File: src/rtl/mips_ctrl_pkg.sv
`default_nettype none
// +----------------------------------------------------------------------+
// | mips_ctrl_pkg : state encoding and counter-width helper for the       |
// |                 MIPS run/step/halt sequencer.  Rev 1.0                |
// +----------------------------------------------------------------------+
package mips_ctrl_pkg;

   typedef enum logic [1:0] {
      ST_RST  = 2'd0,
      ST_HALT = 2'd1,
      ST_RUN  = 2'd2,
      ST_STEP = 2'd3
   } state_t;

   // Bits needed for a counter that runs 0 .. n-1 (never narrower than 1).
   function automatic int cnt_width(input int n);
      return (n <= 2) ? 1 : $clog2(n);
   endfunction

endpackage
`default_nettype wire

File: src/rtl/mips_debounce.sv
`default_nettype none
// +----------------------------------------------------------------------+
// | mips_debounce : 2-flop synchronizer plus stable-sample debouncer.     |
// | Rev 1.0                                                               |
// +----------------------------------------------------------------------+
module mips_debounce
   import mips_ctrl_pkg::*;
#(
   parameter int DEB_CYCLES = 1250000
) (
   input  logic clk,
   input  logic reset,
   input  logic din,
   output logic dout
);

   localparam int              c_CNT_W = cnt_width(DEB_CYCLES);
   localparam logic [c_CNT_W-1:0] c_LAST = c_CNT_W'(DEB_CYCLES - 1);

   logic               r_s1;
   logic               r_s2;
   logic               r_db;
   logic [c_CNT_W-1:0] r_cnt;

   always_ff @(posedge clk) begin
      if (reset) begin
         r_s1  <= 1'b0;
         r_s2  <= 1'b0;
         r_db  <= 1'b0;
         r_cnt <= '0;
      end else begin
         r_s1 <= din;
         r_s2 <= r_s1;
         // Only an unbroken run of differing samples may flip the output.
         if (r_s2 == r_db) begin
            r_cnt <= '0;
         end else if (r_cnt == c_LAST) begin
            r_db  <= r_s2;
            r_cnt <= '0;
         end else begin
            r_cnt <= r_cnt + 1'b1;
         end
      end
   end

   assign dout = r_db;

endmodule
`default_nettype wire

File: src/rtl/mips_run_ctrl.sv
`default_nettype none
// +----------------------------------------------------------------------+
// | mips_run_ctrl : run/step/halt sequencer producing the CPU clock       |
// |                 enable, CPU reset and executed-cycle count. Rev 1.0   |
// +----------------------------------------------------------------------+
module mips_run_ctrl
   import mips_ctrl_pkg::*;
#(
   parameter int TICK_DIV   = 125000000,
   parameter int DEB_CYCLES = 1250000,
   parameter int RST_HOLD   = 16
) (
   input  logic        clk,
   input  logic        reset,
   input  logic        run_sw,
   input  logic        step_btn,
   input  logic        halt_req,
   output logic        cpu_reset,
   output logic        cpu_en,
   output logic [1:0]  state,
   output logic [31:0] cycle_count
);

   localparam int                  c_DIV_W   = cnt_width(TICK_DIV);
   localparam int                  c_HOLD_W  = cnt_width(RST_HOLD);
   localparam logic [c_DIV_W-1:0]  c_DIV_LAST  = c_DIV_W'(TICK_DIV - 1);
   localparam logic [c_HOLD_W-1:0] c_HOLD_LAST = c_HOLD_W'(RST_HOLD - 1);

   logic                w_run_db;
   logic                w_step_db;
   logic                w_step_pulse;
   logic                w_stop;

   state_t              r_state;
   logic                r_cpu_reset;
   logic                r_cpu_en;
   logic [31:0]         r_cycle_count;
   logic [c_HOLD_W-1:0] r_hold;
   logic [c_DIV_W-1:0]  r_div;
   logic                r_step_db_d;

   mips_debounce #(.DEB_CYCLES(DEB_CYCLES)) u_run_deb (
      .clk   (clk),
      .reset (reset),
      .din   (run_sw),
      .dout  (w_run_db)
   );

   mips_debounce #(.DEB_CYCLES(DEB_CYCLES)) u_step_deb (
      .clk   (clk),
      .reset (reset),
      .din   (step_btn),
      .dout  (w_step_db)
   );

   assign w_step_pulse = w_step_db & ~r_step_db_d;
   assign w_stop       = ~w_run_db | halt_req;

   always_ff @(posedge clk) begin
      if (reset) begin
         r_state       <= ST_RST;
         r_cpu_reset   <= 1'b1;
         r_cpu_en      <= 1'b0;
         r_cycle_count <= '0;
         r_hold        <= '0;
         r_div         <= '0;
         r_step_db_d   <= 1'b0;
      end else begin
         r_step_db_d <= w_step_db;
         if (r_cpu_en) begin
            r_cycle_count <= r_cycle_count + 32'd1;
         end
         case (r_state)
            ST_RST: begin
               r_cpu_en <= 1'b0;
               if (r_hold == c_HOLD_LAST) begin
                  r_state     <= ST_HALT;
                  r_cpu_reset <= 1'b0;
               end else begin
                  r_hold <= r_hold + 1'b1;
               end
            end
            ST_HALT: begin
               r_cpu_en <= 1'b0;
               if (!w_stop) begin
                  r_state <= ST_RUN;
                  r_div   <= '0;
               end else if (w_step_pulse) begin
                  r_state  <= ST_STEP;
                  r_cpu_en <= 1'b1;
               end
            end
            ST_RUN: begin
               // A stop request suppresses the enable even on a wrap cycle.
               if (w_stop) begin
                  r_state  <= ST_HALT;
                  r_cpu_en <= 1'b0;
               end else if (r_div == c_DIV_LAST) begin
                  r_div    <= '0;
                  r_cpu_en <= 1'b1;
               end else begin
                  r_div    <= r_div + 1'b1;
                  r_cpu_en <= 1'b0;
               end
            end
            ST_STEP: begin
               r_state  <= ST_HALT;
               r_cpu_en <= 1'b0;
            end
         endcase
      end
   end

   assign cpu_reset   = r_cpu_reset;
   assign cpu_en      = r_cpu_en;
   assign state       = r_state;
   assign cycle_count = r_cycle_count;

endmodule
`default_nettype wire

File: config.mk
export PLATFORM = sky130hd
export DESIGN_NAME = mips_run_ctrl
export DESIGN_NICKNAME = d
export VERILOG_FILES = /design/src/rtl/mips_ctrl_pkg.sv /design/src/rtl/mips_debounce.sv /design/src/rtl/mips_run_ctrl.sv
export SDC_FILE = /design/constraint.sdc
export NUM_CORES = 1
export LEC_CHECK = 0
export CAP_MARGIN = 5
export CORE_ASPECT_RATIO = 0.6
export CORE_UTILIZATION = 45
export DETAILED_ROUTE_END_ITERATION = 10
export PLACE_DENSITY = 0.74
export SYNTH_ARGS = -nofsm -noshare
export SYNTH_HDL_FRONTEND = slang
export SYNTH_SLANG_ARGS = --single-unit
File: constraint.sdc
create_clock -name clk -period 4.4 [get_ports clk]
set_input_delay 0.66 -clock clk [delete_from_list [all_inputs] [get_ports clk]]
set_output_delay 0.66 -clock clk [all_outputs]
set_load 0.1 [all_outputs]
# Word-level counts from Yosys, hierarchy flattened
# Index checks and enable logic that the tools add are counted.
# op_classes
add_sub_neg	5
n_eq_ne	14
muxes	14
bitwise_logic	7
reduce_logical	11
# ops
cell	n
two-way mux 27 bit	3
one-hot mux 27 bit (2 select lines)	1
adder 21 x 1 -> 21 bit (second input constant)	2
equality test 21 bit (second input constant)	2
adder 32 x 1 -> 32 bit (second input constant)	1
adder 27 x 1 -> 27 bit (second input constant)	1
equality test 27 bit (second input constant)	1
two-way mux 2 bit	4
inequality test 2 bit (second input constant)	4
one-hot mux 2 bit (4 select lines)	1
AND reduction 2 bit	4
AND reduction 3 bit	2
OR reduction 3 bit	2
inverter 1 bit	5
adder 4 x 1 -> 4 bit (second input constant)	1
equality test 2 bit (second input constant)	2
equality test 4 bit (second input constant)	1
two-way mux 1 bit	4
inequality test 3 bit (second input constant)	1
one-hot mux 1 bit (3 select lines)	1
equality test 1 bit	2
equality test 2 x 1 -> 1 bit (second input constant)	1
zero test 2 bit	1
nonzero test 2 bit	1
other kinds (3)	3
# word_totals
ff_bits	116
in_bits	5

# Logic depth before layout (Yosys ltp)
# Gate-level depths: netlist of the first run.
# logic_depth
word_depth	5
mapped_depth	7
depth_no_buf	6

# Modules after synthesis
# A second synthesis of the first run with hierarchy kept.
# hier_totals
hier_cells	627
hier_area_um2	5466.5
# modules_own_cells
module	instances	cells_per_inst	area_each_um2
mips_run_ctrl	1	389	3279.4
mips_debounce	2	119	1093.5

# Worst setup path after synthesis of the first run
# OpenSTA, ideal clock, no wires.
# synth_timing
path_kind	register to register
start	reg r_cycle_count[7] (netlist: cycle_count[7])
end	reg r_cycle_count[27] (netlist: cycle_count[27])
setup_ns	0.070
t_arrival_ns	2.482
required_ns	4.330
slack_ns	1.848
stages_incl_launch_ff	6
cell_sequence	dfxtp_1 -> nand4_1 -> nor2_1 -> nand2_2 -> or4_1 -> a21oi_1
# synth_between
elab_chain_len	1
# synth_rtl
element	line_no	text
start, declared	mips_run_ctrl.sv:37	logic [31:0] r_cycle_count;
start signal, assigned	mips_run_ctrl.sv:71	r_cycle_count <= r_cycle_count + 32'd1;
adder 32 x 1 -> 32 bit	mips_run_ctrl.sv:71	
# No other way between the ends.
# A chain may end at the register's enable or synchronous reset.

# Worst setup path in the final report of the first run
# layout_timing
start	reg r_cpu_en (netlist: cpu_en)
end	out cpu_en
# layout_rtl
element	line_no	text
start, declared	mips_run_ctrl.sv:36	logic r_cpu_en;
start signal, assigned	mips_run_ctrl.sv:63	r_cpu_en <= 1'b0;
start signal, assigned	mips_run_ctrl.sv:75	r_cpu_en <= 1'b0;
start signal, assigned	mips_run_ctrl.sv:84	r_cpu_en <= 1'b0;
end, declared	mips_run_ctrl.sv:19	output logic cpu_en,
# No word-level cell between the ends.

==> flow_results.xml, run 1 <==
<?xml version="1.0" encoding="UTF-8"?>
<metrics>
  <group name="layout">
    <metric name="final_net_count" unit="">661</metric>
    <metric name="antenna_cells" unit="">0</metric>
    <metric name="fin_area" unit="mm^2">0.00638</metric>
    <metric name="syn_to_final_growth" unit="%">21.3</metric>
    <metric name="drive_gt1_share" unit="%">7.53</metric>
  </group>
  <group name="synth">
    <metric name="synth_top_family_by_area" unit="">simple AND/OR/NAND/NOR gates</metric>
    <metric name="post_synth_instance_area" unit="mm^2">0.00526</metric>
    <metric name="warning_count_from_the_yosys_run" unit="">0</metric>
    <metric name="synth_enable_flop_cells" unit="">0</metric>
    <metric name="synth_xor_area_share" unit="%">12.8</metric>
    <metric name="synth.distinct_cells" unit="">50</metric>
    <metric name="ys_dominant_reg_cell" unit="">sky130_fd_sc_hd__dfxtp_1</metric>
    <metric name="synth.mux.area_fraction" unit="%">1.33</metric>
    <metric name="synth_adder_area_share" unit="%">1.19</metric>
    <metric name="syn_area_per_cell" unit="um^2">8.64</metric>
    <metric name="synth_top_area_share" unit="%">44.2</metric>
    <metric name="ys_seq_elements" unit="">116</metric>
    <metric name="synth.net_count" unit="">619</metric>
    <metric name="yosysSeqAreaShare" unit="%">44.2</metric>
    <metric name="synthCells" unit="">609</metric>
    <metric name="synthDominantAreaCellType" unit="">sky130_fd_sc_hd__dfxtp_1</metric>
    <metric name="synth_async_sr_flop_share" unit="%">0</metric>
    <metric name="synth_top_area_cells" unit="">sky130_fd_sc_hd__dfxtp_1 (44%), sky130_fd_sc_hd__nor2_1 (7.8%), sky130_fd_sc_hd__xor2_1 (6.5%)</metric>
    <metric name="post_synth_and_or_nand_nor_area_fraction" unit="%">31.5</metric>
    <metric name="share_of_the_synthesized_area_in_compound_gates_ao_oa_aoi_oai" unit="%">6.35</metric>
  </group>
  <group name="drt">
    <metric name="detail_route.drc_violations" unit="">0</metric>
    <metric name="viasPerCell" unit="">5.49</metric>
    <metric name="total_number_of_vias" unit="">4523</metric>
    <metric name="route.final.wire_length" unit="mm">11.9</metric>
    <metric name="drtPass1Iterations" unit="">5</metric>
    <metric name="routed_wire_length_per_instance" unit="um">14.5</metric>
    <metric name="antenna_violating_nets_post_route" unit="">0</metric>
    <metric name="drt-initial-drc-count" unit="">393</metric>
  </group>
  <group name="clock_tree">
    <metric name="holdBufCountCts" unit="">0</metric>
    <metric name="clock_tree.root_cell" unit="">sky130_fd_sc_hd__clkbuf_16</metric>
    <metric name="tritoncts_clock_tree" unit="">yes</metric>
    <metric name="clock_sinks" unit="">116</metric>
    <metric name="cts_htree_levels" unit="">4</metric>
    <metric name="clock_latency" unit="ns">0.41</metric>
    <metric name="cts_buffer_depth" unit="">2</metric>
    <metric name="post-cts-setup-buffers" unit="">0</metric>
    <metric name="cts_inserted_buffers" unit="">17</metric>
    <metric name="number_of_resized_instances_in_the_post_cts_repair_step" unit="">0</metric>
    <metric name="clk_pin_slew_worst_paths" unit="ns">0.05</metric>
  </group>
  <group name="power">
    <metric name="p_leak" unit="nW">2.05</metric>
    <metric name="vdd_drop_max" unit="mV">0.230</metric>
    <metric name="power.density_cell_area" unit="mW/mm^2">388</metric>
    <metric name="p_total" unit="mW">2.47</metric>
  </group>
  <group name="worst_setup_path">
    <metric name="critPathTopFamily" unit="">buffers and inverters</metric>
    <metric name="setup.reg_to_reg.worst_slack" unit="ns">1.90</metric>
    <metric name="timing.critical_path.to_type" unit="">primary output</metric>
    <metric name="cp_cell_sequence" unit="">clkdlybuf4s50_1</metric>
    <metric name="crit_fanout" unit="">8</metric>
    <metric name="critical_setup_path_kind" unit="">flip-flop to primary output</metric>
    <metric name="worst_path_max_delay_cell" unit="">sky130_fd_sc_hd__clkdlybuf4s50_1</metric>
    <metric name="critical_path.max_stage_delay" unit="ns">1.20</metric>
    <metric name="cp_data_required_time" unit="ns">3.74</metric>
    <metric name="cp_num_cells" unit="">1</metric>
    <metric name="cp-start-kind" unit="">flip-flop</metric>
    <metric name="critical_path_buf_inv_count" unit="">1</metric>
    <metric name="cp_data_arrival_time" unit="ns">2.12</metric>
    <metric name="worst_r2r_path_cells" unit="">6</metric>
  </group>
  <group name="floorplan">
    <metric name="fp.dieArea" unit="mm^2">0.0121</metric>
    <metric name="initial_core_util" unit="%">46.4</metric>
    <metric name="fp.coreArea" unit="mm^2">0.0113</metric>
    <metric name="fp.dieH" unit="um">85.7</metric>
    <metric name="num_io_pins" unit="">41</metric>
    <metric name="floorplan.die.width" unit="um">142</metric>
    <metric name="placement_rows" unit="">30</metric>
  </group>
  <group name="global_route">
    <metric name="grt_max_degree" unit="">58</metric>
    <metric name="antenna_found_initial" unit="">0</metric>
    <metric name="grt.busiest_layer" unit="">met2</metric>
    <metric name="gr-usage-all-layers" unit="%">21.1</metric>
    <metric name="gr-total-overflow" unit="">0</metric>
    <metric name="grt.met2_usage" unit="%">30.5</metric>
    <metric name="globalRouteMet3Util" unit="%">7.65</metric>
    <metric name="first_global_vias" unit="">4253</metric>
    <metric name="global_route_wire_length_before_repair" unit="mm">20.4</metric>
    <metric name="groute.layer.met1.usage" unit="%">29.5</metric>
  </group>
  <group name="sta">
    <metric name="report.final.setup_viol" unit="">0</metric>
    <metric name="timing_worst_slew_pin_value" unit="ns">1.10</metric>
    <metric name="setup_tns" unit="ns">0</metric>
    <metric name="clock-skew-final" unit="ns">0.00881</metric>
    <metric name="max_clock_freq" unit="MHz">359</metric>
    <metric name="finalCriticalPeriod" unit="ns">2.78</metric>
    <metric name="layout_worst_path_cycle_share" unit="%">63.2</metric>
    <metric name="report.final.slew_viol_count" unit="">0</metric>
    <metric name="rsz0062_at_grt" unit="">no</metric>
    <metric name="final.hold.worst_slack" unit="ns">0.443</metric>
    <metric name="max_slew_margin" unit="%">26.9</metric>
    <metric name="hold_viol_final" unit="">0</metric>
  </group>
  <group name="placement">
    <metric name="placement.io_buffers" unit="">40</metric>
    <metric name="place_hpwl" unit="mm">7.92</metric>
    <metric name="placedInstanceArea" unit="mm^2">0.00578</metric>
    <metric name="finalWeightedCongestion" unit="">0.848</metric>
  </group>
  <group name="min_path">
    <metric name="hold_path_depth" unit="">1</metric>
    <metric name="hp-class" unit="">flip-flop to flip-flop</metric>
  </group>
  <group name="status">
    <metric name="run_status" unit="">completed</metric>
  </group>
  <group name="run">
    <metric name="maxCapViolCount" unit="">0</metric>
  </group>
</metrics>
## metal layers
layer	wire length, um	share of wire [%]
met1	5960	50
met2	5050	42
met4	92	0.77
met5	0	0
met3	819	6.9
## where the power goes
part | switching, mW | internal (mW) | total, mW
registers | 0.00459 | 1.06 | 1.06
clock network | 0.507 | 0.874 | 1.38
logic | 0.0206 | 0.0110 | 0.0316
## cells in the final DEF (no fill, tap or decap), types with 13 or more instances in the layout
| master | synthesis | final |
|---|---|---|
| sky130_fd_sc_hd__a21oi_1 | 20 | 20 |
| sky130_fd_sc_hd__clkbuf_16 | 0 | 17 |
| sky130_fd_sc_hd__clkdlybuf4s50_1 | 0 | 39 |
| sky130_fd_sc_hd__dfxtp_1 | 116 | 116 |
| sky130_fd_sc_hd__inv_1 | 16 | 16 |
| sky130_fd_sc_hd__nand2_1 | 37 | 37 |
| sky130_fd_sc_hd__nand3_1 | 42 | 42 |
| sky130_fd_sc_hd__nand4_1 | 33 | 33 |
| sky130_fd_sc_hd__nor2_1 | 109 | 109 |
| sky130_fd_sc_hd__nor3_1 | 14 | 14 |
| sky130_fd_sc_hd__nor4_1 | 13 | 13 |
| sky130_fd_sc_hd__xnor2_1 | 38 | 38 |
| sky130_fd_sc_hd__xor2_1 | 39 | 39 |
## cell type report
| class | count | area [um^2] |
|---|---|---|
| fillers | 979 | 4960 |
| multi-input cells | 460 | 2800 |
| flip-flops and latches | 116 | 2320 |
| clock buffers | 20 | 457 |
| repair buffers | 40 | 395 |
| well taps | 160 | 200 |
| clock inverters | 12 | 143 |
| inverters | 16 | 60.1 |
## synthesized netlist by cell type (all sizes together), types with 8 or more instances
master / instances
dfxtp: 116
nor2: 110
nand3: 42
xor2: 39
nand2: 38
xnor2: 38
nand4: 34
a21oi: 21
nor4: 17
inv: 16
nor3: 14
buf: 10
a31oi: 9
and3: 9
nor2b: 9
and2: 8
## final timing paths
kind / end / from
max: cpu_en / cpu_en
min reg2reg: u_step_deb.r_s2 / u_step_deb.r_s1
min: u_step_deb.r_s2 / u_step_deb.r_s1
max reg2reg: r_div[26] / r_div[0]
## cell families (layout without fill, tap and decap cells)
group / after synthesis / after routing
AO/OA/AOI/OAI: 52 / 52
XOR/XNOR: 77 / 77
adder cells (fa/ha/maj): 5 / 5
buffers and inverters: 33 / 88
flip-flops: 116 / 116
multiplexers: 7 / 7
AND/OR/NAND/NOR: 319 / 319
## sequential cells by signal (all words and copies together), names as in the netlist, 2 cells and up
register,count
cycle_count,32
r_hold,4
u_run_deb.r_cnt,21
state,2
u_step_deb.r_cnt,21
r_div,27
## stage by stage
step           utilization (%)  worst slack [ns]  std cells
4_1_cts                   56.3              1.60        824
5_1_grt                   56.3              1.56        824
3_5_place_dp              51.0              1.57        792
2_1_floorplan                -              1.85        609
3_3_place_gp              51.0              1.66        792
6_report                  56.3              1.62        824
No activity file was read; power rests on OpenSTA's default activity.
==> inputs of run 2 (changes only) <==
Clock period 4.4 ns to 2.7 ns, I/O delays scaled along.
==> flow_results.xml, run 2 (synthesized netlist as in run 1, its figures left out) <==
<?xml version="1.0" encoding="UTF-8"?>
<metrics>
  <group name="status">
    <metric name="run_status" unit="">completed</metric>
  </group>
  <group name="layout">
    <metric name="final_net_count" unit="">670</metric>
    <metric name="antenna_cells" unit="">0</metric>
    <metric name="postLayoutCoreUtil" unit="%">56.2</metric>
    <metric name="drive_gt1_share" unit="%">14.0</metric>
    <metric name="final.fill_count" unit="">1000</metric>
    <metric name="largest_reg_flops" unit="">32</metric>
    <metric name="syn_to_final_growth" unit="%">21.1</metric>
    <metric name="most_used_cells_in_the_layout_excluding_fill_and_tap_cells" unit="">sky130_fd_sc_hd__dfxtp_1 (116), sky130_fd_sc_hd__nor2_1 (109), sky130_fd_sc_hd__buf_4 (45)</metric>
    <metric name="final_common_cell" unit="">sky130_fd_sc_hd__dfxtp_1</metric>
  </group>
  <group name="floorplan">
    <metric name="placement_rows" unit="">30</metric>
    <metric name="num_io_pins" unit="">41</metric>
    <metric name="fp.dieH" unit="um">85.7</metric>
    <metric name="floorplan.die.width" unit="um">142</metric>
    <metric name="fp.dieArea" unit="mm^2">0.0121</metric>
    <metric name="initial_core_util" unit="%">46.4</metric>
    <metric name="fp.coreArea" unit="mm^2">0.0113</metric>
  </group>
  <group name="drt">
    <metric name="routed_wire_length_per_instance" unit="um">14.4</metric>
    <metric name="route.final.wire_length" unit="mm">12.0</metric>
    <metric name="drt-initial-drc-count" unit="">250</metric>
    <metric name="detail_route.drc_violations" unit="">0</metric>
    <metric name="antenna_violating_nets_post_route" unit="">0</metric>
    <metric name="total_number_of_vias" unit="">4493</metric>
    <metric name="drtPass1Iterations" unit="">5</metric>
    <metric name="viasPerCell" unit="">5.40</metric>
  </group>
  <group name="sta">
    <metric name="report.final.slew_viol_count" unit="">0</metric>
    <metric name="finalCriticalPeriod" unit="ns">2.27</metric>
    <metric name="clock-skew-final" unit="ns">0.00957</metric>
    <metric name="max_clock_freq" unit="MHz">440</metric>
    <metric name="max_slew_margin" unit="%">48.0</metric>
    <metric name="timing_worst_slew_pin_value" unit="ns">0.775</metric>
    <metric name="layout_worst_path_cycle_share" unit="%">84.1</metric>
    <metric name="setup_tns" unit="ns">0</metric>
    <metric name="rsz0062_at_grt" unit="">no</metric>
    <metric name="report.final.setup_viol" unit="">0</metric>
    <metric name="hold_viol_final" unit="">0</metric>
  </group>
  <group name="global_route">
    <metric name="grt_max_degree" unit="">46</metric>
    <metric name="gr-total-overflow" unit="">0</metric>
    <metric name="global_route_wire_length_before_repair" unit="mm">20.1</metric>
    <metric name="first_global_vias" unit="">4220</metric>
    <metric name="antenna_found_initial" unit="">0</metric>
    <metric name="gr-usage-all-layers" unit="%">21.1</metric>
  </group>
  <group name="min_path">
    <metric name="hold_path_depth" unit="">2</metric>
    <metric name="hp-class" unit="">input pin to flip-flop</metric>
    <metric name="hold_end" unit="">state[1]</metric>
    <metric name="hold_path_startpoint" unit="">reset</metric>
  </group>
  <group name="placement">
    <metric name="finalWeightedCongestion" unit="">0.871</metric>
    <metric name="place_hpwl" unit="mm">8.04</metric>
    <metric name="placement.io_buffers" unit="">40</metric>
  </group>
  <group name="worst_setup_path">
    <metric name="timing.critical_path.to_type" unit="">flip-flop</metric>
    <metric name="cp_cell_sequence" unit="">or4b_4 &gt; nor4_4 &gt; a21oi_2 &gt; buf_4 &gt; and3_1 &gt; a221o_1</metric>
    <metric name="critPathTopFamily" unit="">simple AND/OR/NAND/NOR gates</metric>
    <metric name="critical_path.max_stage_delay" unit="ns">0.51</metric>
    <metric name="worst_r2r_path_cells" unit="">6</metric>
    <metric name="critical_register_to_register_path_endpoint" unit="">r_div[14]</metric>
    <metric name="critical_path_buf_inv_count" unit="">1</metric>
    <metric name="critical_setup_path_kind" unit="">flip-flop to flip-flop</metric>
    <metric name="crit_fanout" unit="">24</metric>
    <metric name="cp-start-kind" unit="">flip-flop</metric>
    <metric name="cp_data_arrival_time" unit="ns">2.57</metric>
    <metric name="cp_data_required_time" unit="ns">3.00</metric>
    <metric name="worst_path_max_delay_cell" unit="">sky130_fd_sc_hd__or4b_4</metric>
    <metric name="worstReg2RegStart" unit="">r_div[14]</metric>
    <metric name="setup.reg_to_reg.worst_slack" unit="ns">0.43</metric>
  </group>
  <group name="clock_tree">
    <metric name="cts_inserted_buffers" unit="">17</metric>
    <metric name="clock_tree.root_cell" unit="">sky130_fd_sc_hd__clkbuf_16</metric>
    <metric name="post-cts-setup-buffers" unit="">0</metric>
    <metric name="number_of_resized_instances_in_the_post_cts_repair_step" unit="">0</metric>
    <metric name="tritoncts_clock_tree" unit="">yes</metric>
    <metric name="holdBufCountCts" unit="">0</metric>
    <metric name="clk_pin_slew_worst_paths" unit="ns">0.06</metric>
    <metric name="cts_htree_levels" unit="">4</metric>
    <metric name="clock_latency" unit="ns">0.42</metric>
    <metric name="cts_buffer_depth" unit="">2</metric>
    <metric name="clock_sinks" unit="">116</metric>
  </group>
  <group name="power">
    <metric name="p_leak" unit="nW">2.17</metric>
    <metric name="p_total" unit="mW">4.12</metric>
    <metric name="power.density_cell_area" unit="mW/mm^2">646</metric>
    <metric name="vdd_drop_max" unit="mV">0.400</metric>
  </group>
  <group name="run">
    <metric name="maxCapViolCount" unit="">0</metric>
  </group>
</metrics>
==> run 2: changes by cell type in the layout (fill, tap and decap cells not counted) <==
cell                              previous run  this run
sky130_fd_sc_hd__clkinvlp_4                  1         3
sky130_fd_sc_hd__buf_4                       0        45
sky130_fd_sc_hd__clkinv_4                    3         2
sky130_fd_sc_hd__clkinv_2                    1         3
sky130_fd_sc_hd__clkdlybuf4s50_1            39         3
sky130_fd_sc_hd__inv_6                       5         1
sky130_fd_sc_hd__bufinv_16                   2         4
sky130_fd_sc_hd__clkbuf_8                    2         0
==> run 2: cell type report <==
cell class / instances / area, um^2 / area share (%)
Sequential cell: 116 / 2320 / 36.5
Clock inverter: 13 / 184 / 2.89
Tap cell: 160 / 200 / 3.14
Timing Repair Buffer: 49 / 373 / 5.85
Inverter: 16 / 60.1 / 0.943
Multi-Input combinational cell: 460 / 2800 / 44.0
Clock buffer: 18 / 429 / 6.74
==> run 2: worst max path at each step <==
stage,startpoint,endpoint,depth (start not counted)
2_1_floorplan,cycle_count[7],cycle_count[27],5
3_3_place_gp,halt_req,r_div[14],7
3_5_place_dp,r_div[14],r_div[14],6
4_1_cts,r_div[14],r_div[14],6
5_1_grt,r_div[0],r_div[14],7
6_report,r_div[14],r_div[14],6
==> run 2: layer usage <==
metal | track usage (%) | up-vias | part of all wire, %
met4 | 7.92 | 0 | 1.4
met3 | 7.82 | 18 | 6.8
li1 | - | 2236 | -
met5 | 0 | - | 0
met1 | 28.2 | 2105 | 49
met2 | 31.1 | 134 | 42
==> run 2: power by group <==
group	switching (mW)	internal (mW)	total, mW
clock	0.798	1.54	2.33
sequential	0.00757	1.72	1.73
combinational	0.0335	0.0197	0.0532
==> run 2: through the flow <==
stage / instance area [um^2] / hold WS [ns] / instances / setup WS, ns
after floorplan: 5260 / 0.413 / 609 / 0.148
after global placement: 5760 / 0.417 / 801 / 0.535
after detailed placement: 5760 / 0.429 / 801 / 0.468
after CTS: 6370 / 0.327 / 832 / 0.451
after global routing: 6370 / 0.359 / 832 / 0.333
final: 6370 / 0.349 / 832 / 0.430
